[src/rtl/clkdiv_multi_if.sv]
// Configuration port for clkdiv_multi: valid/ready write of a per-channel divider.
// Optional macro CLKDIV_DUTY_EN adds cfg_high, the programmable high time.
interface clkdiv_multi_if #(
    parameter int WIDTH = 32,
    parameter int CH_W  = 2
);
    logic             cfg_valid;
    logic             cfg_ready;
    logic [CH_W-1:0]  cfg_ch;
    logic [WIDTH-1:0] cfg_div;
`ifdef CLKDIV_DUTY_EN
    logic [WIDTH-1:0] cfg_high;

    modport master (output cfg_valid, output cfg_ch, output cfg_div, output cfg_high, input cfg_ready);
    modport slave  (input cfg_valid, input cfg_ch, input cfg_div, input cfg_high, output cfg_ready);
`else
    modport master (output cfg_valid, output cfg_ch, output cfg_div, input cfg_ready);
    modport slave  (input cfg_valid, input cfg_ch, input cfg_div, output cfg_ready);
`endif
endinterface

[src/rtl/clkdiv_multi.sv]
// clkdiv_multi: NCH independent runtime-programmable clock dividers off clk_in.
// Each channel has a registered clk_out and a one-cycle tick at every period start.
// New dividers land in a shadow register and only take effect at a period
// boundary (wrap), a restart, or immediately when the channel is stopped.
// Optional macro CLKDIV_DUTY_EN: per-channel programmable high time (cfg_high).
module clkdiv_multi #(
    parameter int               NCH       = 4,
    parameter int               WIDTH     = 32,
    parameter int               CH_W      = 2,
    parameter logic [WIDTH-1:0] RESET_DIV = '0
) (
    input  logic           clk_in,
    input  logic           rst_n,
    clkdiv_multi_if.slave  cfg,
    input  logic [NCH-1:0] restart,
    output logic [NCH-1:0] clk_out,
    output logic [NCH-1:0] tick,
    output logic [NCH-1:0] pending
);

    logic cfg_ready_w;

    // Accept a write only when the addressed channel exists and its shadow is free.
    always_comb begin
        cfg_ready_w = 1'b0;
        for (int i = 0; i < NCH; i++) begin
            if (cfg.cfg_ch == CH_W'(i)) begin
                cfg_ready_w = ~pending[i];
            end
        end
    end

    assign cfg.cfg_ready = cfg_ready_w;

    genvar gi;
    generate
        for (gi = 0; gi < NCH; gi++) begin : g_ch
            logic [WIDTH-1:0] count_reg, count_next;
            logic [WIDTH-1:0] div_act_reg, div_act_next;
            logic [WIDTH-1:0] shadow_reg;
            logic [WIDTH-1:0] high_next;
            logic             pending_reg, pending_next;
            logic             clk_out_reg, clk_out_next;
            logic             tick_reg, tick_next;
            logic             cfg_fire, running, wrap, apply;
`ifdef CLKDIV_DUTY_EN
            logic [WIDTH-1:0] high_act_reg;
            logic [WIDTH-1:0] high_shadow_reg;
`endif

            assign cfg_fire = cfg.cfg_valid & cfg_ready_w & (cfg.cfg_ch == CH_W'(gi));
            assign running  = (div_act_reg != '0);
            assign wrap     = running && (count_reg == div_act_reg - WIDTH'(1));

            // Next count/tick, shadow application at boundaries, and registered clk_out level.
            always_comb begin
                apply      = 1'b0;
                count_next = '0;
                tick_next  = 1'b0;
                if (restart[gi] || !running) begin
                    // Restart or stopped: count parks at 0; any pending divider lands now.
                    apply = pending_reg;
                end else if (wrap) begin
                    tick_next = 1'b1;
                    apply     = pending_reg;
                end else begin
                    count_next = count_reg + WIDTH'(1);
                end
                div_act_next = apply ? shadow_reg : div_act_reg;
`ifdef CLKDIV_DUTY_EN
                high_next = apply ? high_shadow_reg : high_act_reg;
`else
                high_next = div_act_next >> 1;
`endif
                // A transfer can only happen while pending is clear, so it never races apply.
                pending_next = cfg_fire ? 1'b1 : (apply ? 1'b0 : pending_reg);
                clk_out_next = !restart[gi] && running && (div_act_next != '0)
                               && (count_next < high_next);
            end

            // Channel state registers; shadow captured on a config transfer.
            always_ff @(posedge clk_in or negedge rst_n) begin
                if (!rst_n) begin
                    count_reg       <= '0;
                    div_act_reg     <= RESET_DIV;
                    shadow_reg      <= '0;
                    pending_reg     <= 1'b0;
                    clk_out_reg     <= 1'b0;
                    tick_reg        <= 1'b0;
`ifdef CLKDIV_DUTY_EN
                    high_act_reg    <= RESET_DIV >> 1;
                    high_shadow_reg <= '0;
`endif
                end else begin
                    count_reg   <= count_next;
                    div_act_reg <= div_act_next;
                    pending_reg <= pending_next;
                    clk_out_reg <= clk_out_next;
                    tick_reg    <= tick_next;
                    if (cfg_fire) begin
                        shadow_reg <= cfg.cfg_div;
                    end
`ifdef CLKDIV_DUTY_EN
                    high_act_reg <= high_next;
                    if (cfg_fire) begin
                        high_shadow_reg <= cfg.cfg_high;
                    end
`endif
                end
            end

            assign clk_out[gi] = clk_out_reg;
            assign tick[gi]    = tick_reg;
            assign pending[gi] = pending_reg;
        end
    endgenerate

endmodule

[src/flat_wrapper.sv]
// flat-port wrapper written by rule: the top's interface ports become plain ports
module clkdiv_multi_flat 
#(
    parameter int               NCH       = 4,
    parameter int               WIDTH     = 32,
    parameter int               CH_W      = 2,
    parameter logic [WIDTH-1:0] RESET_DIV = '0
)
  (clk_in, rst_n, restart, clk_out, tick, pending, cfg_cfg_valid, cfg_cfg_ch, cfg_cfg_div, cfg_cfg_ready);
  clkdiv_multi_if #(.WIDTH(WIDTH), .CH_W(CH_W)) cfg_i ();
  input  logic clk_in;
  input  logic rst_n;
  input  logic [NCH-1:0] restart;
  output logic [NCH-1:0] clk_out;
  output logic [NCH-1:0] tick;
  output logic [NCH-1:0] pending;
  input wire logic [$bits(cfg_i.cfg_valid)-1:0] cfg_cfg_valid;
  input wire logic [$bits(cfg_i.cfg_ch)-1:0] cfg_cfg_ch;
  input wire logic [$bits(cfg_i.cfg_div)-1:0] cfg_cfg_div;
  output wire logic [$bits(cfg_i.cfg_ready)-1:0] cfg_cfg_ready;
  assign cfg_i.cfg_valid = cfg_cfg_valid;
  assign cfg_i.cfg_ch = cfg_cfg_ch;
  assign cfg_i.cfg_div = cfg_cfg_div;
  assign cfg_cfg_ready = cfg_i.cfg_ready;
  clkdiv_multi #(.NCH(NCH), .WIDTH(WIDTH), .CH_W(CH_W), .RESET_DIV(RESET_DIV)) u_core (.clk_in(clk_in), .rst_n(rst_n), .cfg(cfg_i), .restart(restart), .clk_out(clk_out), .tick(tick), .pending(pending));
endmodule
[config.mk]
export PLATFORM = sky130hd
export DESIGN_NAME = clkdiv_multi_flat
export DESIGN_NICKNAME = d
export VERILOG_FILES = /design/src/rtl/clkdiv_multi_if.sv /design/src/rtl/clkdiv_multi.sv /design/src/flat_wrapper.sv
export SDC_FILE = /design/constraint.sdc
export NUM_CORES = 1
export LEC_CHECK = 0
export BUFFER_PORTS_ARGS = -buffer_cell sky130_fd_sc_hd__buf_2
export CAP_MARGIN = 20
export CORE_MARGIN = 2
export CORE_UTILIZATION = 55
export DETAILED_ROUTE_END_ITERATION = 6
export GPL_TIMING_DRIVEN = 0
export HOLD_SLACK_MARGIN = 0.05
export PLACE_DENSITY_LB_ADDON = 0.15
export SLEW_MARGIN = 20
export SYNTH_ARGS = -nofsm -noshare
export SYNTH_HDL_FRONTEND = slang
export SYNTH_SLANG_ARGS = --single-unit
[constraint.sdc]
create_clock -name clk_in -period 12.6 [get_ports clk_in]
set_clock_uncertainty 0.05 [all_clocks]
set_input_delay 1.89 -clock clk_in [delete_from_list [all_inputs] [get_ports clk_in]]
set_output_delay 1.89 -clock clk_in [all_outputs]
set_load 0.01 [all_outputs]
## Yosys cells after proc, flatten, opt, wreduce, memory -nomap -nowiden

Index checks and enable logic that the tools add are counted.

- Add/subtract/negate cells: 8
- Order comparisons: 4
- Equal/unequal tests: 7
- Multiplexer cells: 40
- Bitwise logic cells: 9
- Reduce and logical (&&, ||, !) cells: 41

Operator list:

| operator | count |
|---|---|
| $mux 32 | 12 |
| $reduce_bool 32->1 | 8 |
| $add 32x1->32 const B | 4 |
| $eq 32x32->1 | 4 |
| $lt 32x31->1 | 4 |
| $sub 32x1->32 const B | 4 |
| $mux 1 | 28 |
| $logic_and 1x1->1 | 16 |
| $logic_not 1->1 | 8 |
| $reduce_bool 2->1 | 4 |
| $and 1x1->1 | 5 |
| $eq 2x2->1 const B | 2 |
| $logic_or 1x1->1 | 4 |
| $not 1->1 | 4 |
| $eq 2x1->1 const B | 1 |
| $logic_not 2->1 | 1 |

- Flip-flop bits (word level): 396
- Input port bits: 41
- Output and inout port bits: 13
- Logic and storage cells: 133

## Logic depth before layout (Yosys ltp)

- Depth after elaboration: 9
- Gate-level depth with buffers: 24
- Gate-level depth less buffers: 21

## Worst setup path after synthesis

OpenSTA, ideal clock, no wires.

- Path type: register to register
- Start point: register u_core.g_ch[2].div_act_reg[10]
- End point: register u_core.g_ch[2].clk_out_reg
- Setup time: 101 ps
- Arrival time: 5,509 ps
- Required time: 12,449 ps
- Setup slack: 6,940 ps
- Cell stages (with the launch flop): 22
- Buffers on the path: 3
- Clock period less this slack: 5,660 ps
- Path through: dfrtp_1 -> clkbuf_1 -> or4_1 -> clkbuf_1 -> nor4_2 -> a31o_2 -> o211ai_1 -> or4b_2 -> or4_1 -> nand2_1 -> clkbuf_1 -> nor2_1 -> ha_1 -> a21o_1 -> a21o_1 -> a21o_1 -> a21o_1 -> a21o_1 -> a21o_1 -> a2111oi_0 -> a311oi_1 -> nor4_1

- Elaborated cells between the ends (all ways): 16
- Those cells by class: 1 x add/sub; 1 x order compare; 1 x eq/ne; 5 x mux; 8 x reduce/logical

RTL lines:

| what | RTL line | text |
|---|---|---|
| start, declared | clkdiv_multi.sv:39 | `logic [WIDTH-1:0] div_act_reg, div_act_next;` |
| start signal, assigned | clkdiv_multi.sv:96 | `div_act_reg <= div_act_next;` |
| $sub 32x1->32 | clkdiv_multi.sv:53 | `assign wrap = running && (count_reg == div_act_reg - WIDTH'(1));` |
| $eq 32x32->1 | clkdiv_multi.sv:53 |  |
| $logic_and 1x1->1 | clkdiv_multi.sv:53 |  |
| $mux 32 | clkdiv_multi.sv:63 | `end else if (wrap) begin` |
| $mux 32 (*) | clkdiv_multi.sv:60 | `if (restart[gi] \|\| !running) begin` |
| via u_core.g_ch[2].count_next[9] | clkdiv_multi.sv:38 | `logic [WIDTH-1:0] count_reg, count_next;` |
| $lt 32x31->1 (*) | clkdiv_multi.sv:78 | `&& (count_next < high_next);` |
| $logic_and 1x1->1 (*) | clkdiv_multi.sv:78 |  |
| via u_core.g_ch[2].clk_out_next | clkdiv_multi.sv:43 | `logic clk_out_reg, clk_out_next;` |
| end signal, assigned | clkdiv_multi.sv:98 | `clk_out_reg <= clk_out_next;` |
| end, declared | clkdiv_multi.sv:43 |  |

Mark *: on every way through the listed nets, which the timed path passes. The rest lies on a longest branch.
A chain may end at the register's enable or synchronous reset.

## Worst setup path in the final report

- Start point: register u_core.g_ch[2].div_act_reg[0]
- End point: register u_core.g_ch[2].clk_out_reg

Same word-level chain as after synthesis.

==> key figures <==
Global routing
  – GRT overflow: 0
  – Vias in the first global route: about 20000
  – Total Routing Usage GR: between 30% and 40%
  – Initial antenna violation count: 3
  – First-pass GRT wire length: ~110000 um
  – Largest net degree at the start of global routing: 99

Timing
  – Max Clock Freq: between 0.1 and 0.15 GHz
  – Hold_ws: 0.495 ns
  – Worst Slack Setup Final: around 5.3 ns
  – # setup viols final: 0
  – Min cycle time layout: roughly 7.3 ns
  – Slew Limit Fails: 0
  – Slew @ Worst Pin: roughly 1.1 ns
  – Worst slew margin: 25.0%
  – Fin crit share: a little under 60%
  – Final hold vios: 0
  – RSZ-0062 raised after global routing: false
  – Sum Neg Setup Slack: 0 ns

Floorplan
  – Initial Util: a little under three fifths
  – Core area: about 44000 um2
  – Site Rows: just under 80
  – I/O pins: 54
  – DIE WIDTH: roughly 220 um
  – Die Y: roughly 220 um
  – Die area: roughly 47000 um2

Logic synthesis
  – Mapped Area: 24900 um2
  – Cell taking the most area after synthesis: dfrtp_1
  – Yosys warns: 0
  – Syn avg cell area: 10.1 um2
  – Top cells by instance count after synthesis: dfrtp_1 (396), nor2_1 (233), mux2_2 (194)
  – Synth Instances: 2460
  – Syn nets: ~2600
  – FF+latch count, synth: approximately 400
  – Synth cell types: slightly below 90
  – Synth Flop Type: dfrtp_1
  – Count leader, synth: dfrtp_1
  – Sequential cell area fraction in the yosys report: between 30 and 40%
  – Number of synthesized flops with an enable pin: 0
  – Synth area leaders: dfrtp_1 (40%), mux2_2 (8.8%), ha_1 (6.6%), mux2i_1 (5.2%), xnor2_1 (5.0%)
  – Asr flop ratio synth: 100%
  – Top cell type's share of synthesized area: between 30% and 40%

Setup path
  – Crit end category: register
  – Req. time, crit path: between 10 and 15 ns
  – Crit-path max FO: 10
  – Critical path type: reg -> reg
  – CP startpoint kind: register
  – Worst EP arrival: roughly 7.7 ns

Hold path
  – Worst Hold Class: reg -> reg

Clock tree
  – CTS buffer count: 44
  – Root Buffer: clkbuf_16
  – Post-CTS setup repair buffer count: 0
  – H-tree levels: 2
  – Clock Latency Late Sink: 0.59 ns
  – Clk buf depth: 3
  – Clock Pin Slew Worst Setup and Hold Paths: about 0.06 ns
  – Clk sinks: just under 400
  – CTS resizes: 0
  – Hold buffer count at CTS: 0
  – CTS tree: built

Layout
  – Post-Layout Inst Area: 27500 um2
  – Fill cell count: between 3000 and 4000
  – Share of cells above drive strength 1: between 10% and 20%
  – Area Growth Syn to Fin: 10.5%
  – Fin nets: between 2000 and 3000

Power
  – Peak supply drop: 0.000106 V
  – Share of total power in combinational logic: 33.9%
  – Part of the power in registers: between 30% and 40%
  – Power Density: about 180 nW/um2
  – Leak pwr: between 10 and 15 nW
  – Total power: between 0.005 and 0.006 W
  – Clk pwr share: a little over a quarter
  – Switching pwr: between 0.0015 and 0.002 W
  – Internal: approximately 0.0031 W
  – Switching share of power: roughly 39%

Place
  – Worst slack, placed: 5.30 ns
  – Global placement routability congestion: ~1
  – I/O Buffers: 52
  – Placed Instance Area: ~26000 um2
  – DP Wirelength: approximately 55000 um

Drt
  – ANT nets after route: 0
  – Avg WL per Cell: between 20 and 25 um
  – Via density: 6.22
  – Detailed-route DRC error count: 0
  – First-pass iteration count of the detailed router: 5
  – Drt initial violations: around 1500
  – Vias: 19800
  – WL final: 71700 um

Outcome
  – Outcome: completed

Run
  – Max-Cap Viols: 0
cell type report:
type | count | area [um2] | area share, %
antenna | 2 | 5.00 | 0.0182
timing repair buffer | 57 | 388 | 1.41
clock buffer | 59 | 1270 | 4.62
sequential | 396 | 9910 | 36.1
tap | 592 | 741 | 2.70
inverter | 91 | 342 | 1.24
buffer | 121 | 548 | 1.99
clock inverter | 18 | 193 | 0.701
multi-input combinational | 1852 | 14100 | 51.2
kinds of logic after synthesis:
logic type	count (synthesis)	synth area share, %
compound gates	295	8.45
xor+xnor	274	9.66
fa+ha+maj	131	6.60
buf+inv	212	3.58
flops	396	39.9
mux	326	14.2
simple gates	826	17.7
critical path, cell delays in order, from the launching register on:
cell and delay, ns:
dfrtp_1 0.46, inv_1 0.14, ha_1 0.22, nor3b_1 0.85, a21oi_1 0.15, or4_1 0.59
a2111oi_0 0.58, nand4_1 0.23, or4_1 0.63, nand2_1 0.14, clkbuf_1 0.48, nor2_1 0.17
ha_1 0.33, a21o_1 0.18, a21o_1 0.17, a21o_1 0.16, a21o_1 0.16, a21o_1 0.16
a21o_1 0.18, a2111oi_0 0.52, a311oi_1 0.21, nor4_1 0.37
power by group through the flow:
stage | logic [W] | registers (W) | clock network (W)
after floorplan | 0.00129 | 0.00183 | 0
after global placement | 0.00162 | 0.00200 | 0
after detailed placement | 0.00167 | 0.00201 | 0
after CTS | 0.00169 | 0.00199 | 0.00134
after global routing | 0.00190 | 0.00203 | 0.00139
final | 0.00170 | 0.00200 | 0.00132
cells in the final DEF, fill, tap and decap left out, types with 16 or more instances in the layout:
cell / instances
and3_1: 38
nor3_1: 61
o21ai_0: 31
nand2b_1: 16
and4_1: 17
or4_1: 28
nand2_1: 93
dfrtp_1: 396
nor2b_1: 18
mux2_2: 194
xor2_1: 133
a21oi_1: 51
o211ai_1: 16
mux2i_1: 130
a21o_1: 64
or3_1: 21
ha_1: 131
nor2_1: 233
clkbuf_16: 45
nand3_1: 70
nor4_1: 81
clkbuf_1: 85
inv_1: 91
xnor2_1: 141
nand4_1: 86
buf_2: 71
routing by layer:
layer  part of all wire, %  vias up  global-route usage (%)
li1                      -     9166                       -
met1                    44     9927                    42.1
met2                    46      592                    49.2
met3                   6.5      135                    5.50
met4                   3.5        0                    11.5
met5                     0        -                       0
through the flow:
stage | utilization [%] | cells
2_1_floorplan | - | 2460
3_3_place_gp | 58.2 | 3104
3_5_place_dp | 58.5 | 3109
4_1_cts | 61.8 | 3186
5_1_grt | 61.8 | 3186
6_report | 61.9 | 3188
final timing paths:
| kind | cells past startpoint | slack (ns) | startpoint | end |
|---|---|---|---|---|
| setup / recovery | 21 | 5.29 | u_core.g_ch[2].div_act_reg[0]$_DFF_PN0_ | u_core.g_ch[2].clk_out_reg$_DFF_PN0_ |
| hold reg to reg | 2 | 0.49 | u_core.g_ch[0].shadow_reg[26]$_DFFE_PN0P_ | u_core.g_ch[0].div_act_reg[26]$_DFF_PN0_ |
| min in group asynchronous | 1 | 1.18 | rst_n | u_core.g_ch[3].count_reg[10]$_DFF_PN0_ |
| setup reg to reg | 21 | 5.29 | u_core.g_ch[2].div_act_reg[0]$_DFF_PN0_ | u_core.g_ch[2].clk_out_reg$_DFF_PN0_ |
| max in group asynchronous | 3 | 10.08 | rst_n | u_core.g_ch[1].count_reg[22]$_DFF_PN0_ |
| hold / removal | 2 | 0.49 | u_core.g_ch[0].shadow_reg[26]$_DFFE_PN0P_ | u_core.g_ch[0].div_act_reg[26]$_DFF_PN0_ |
Note: power is estimated with default switching activity, not from simulation.
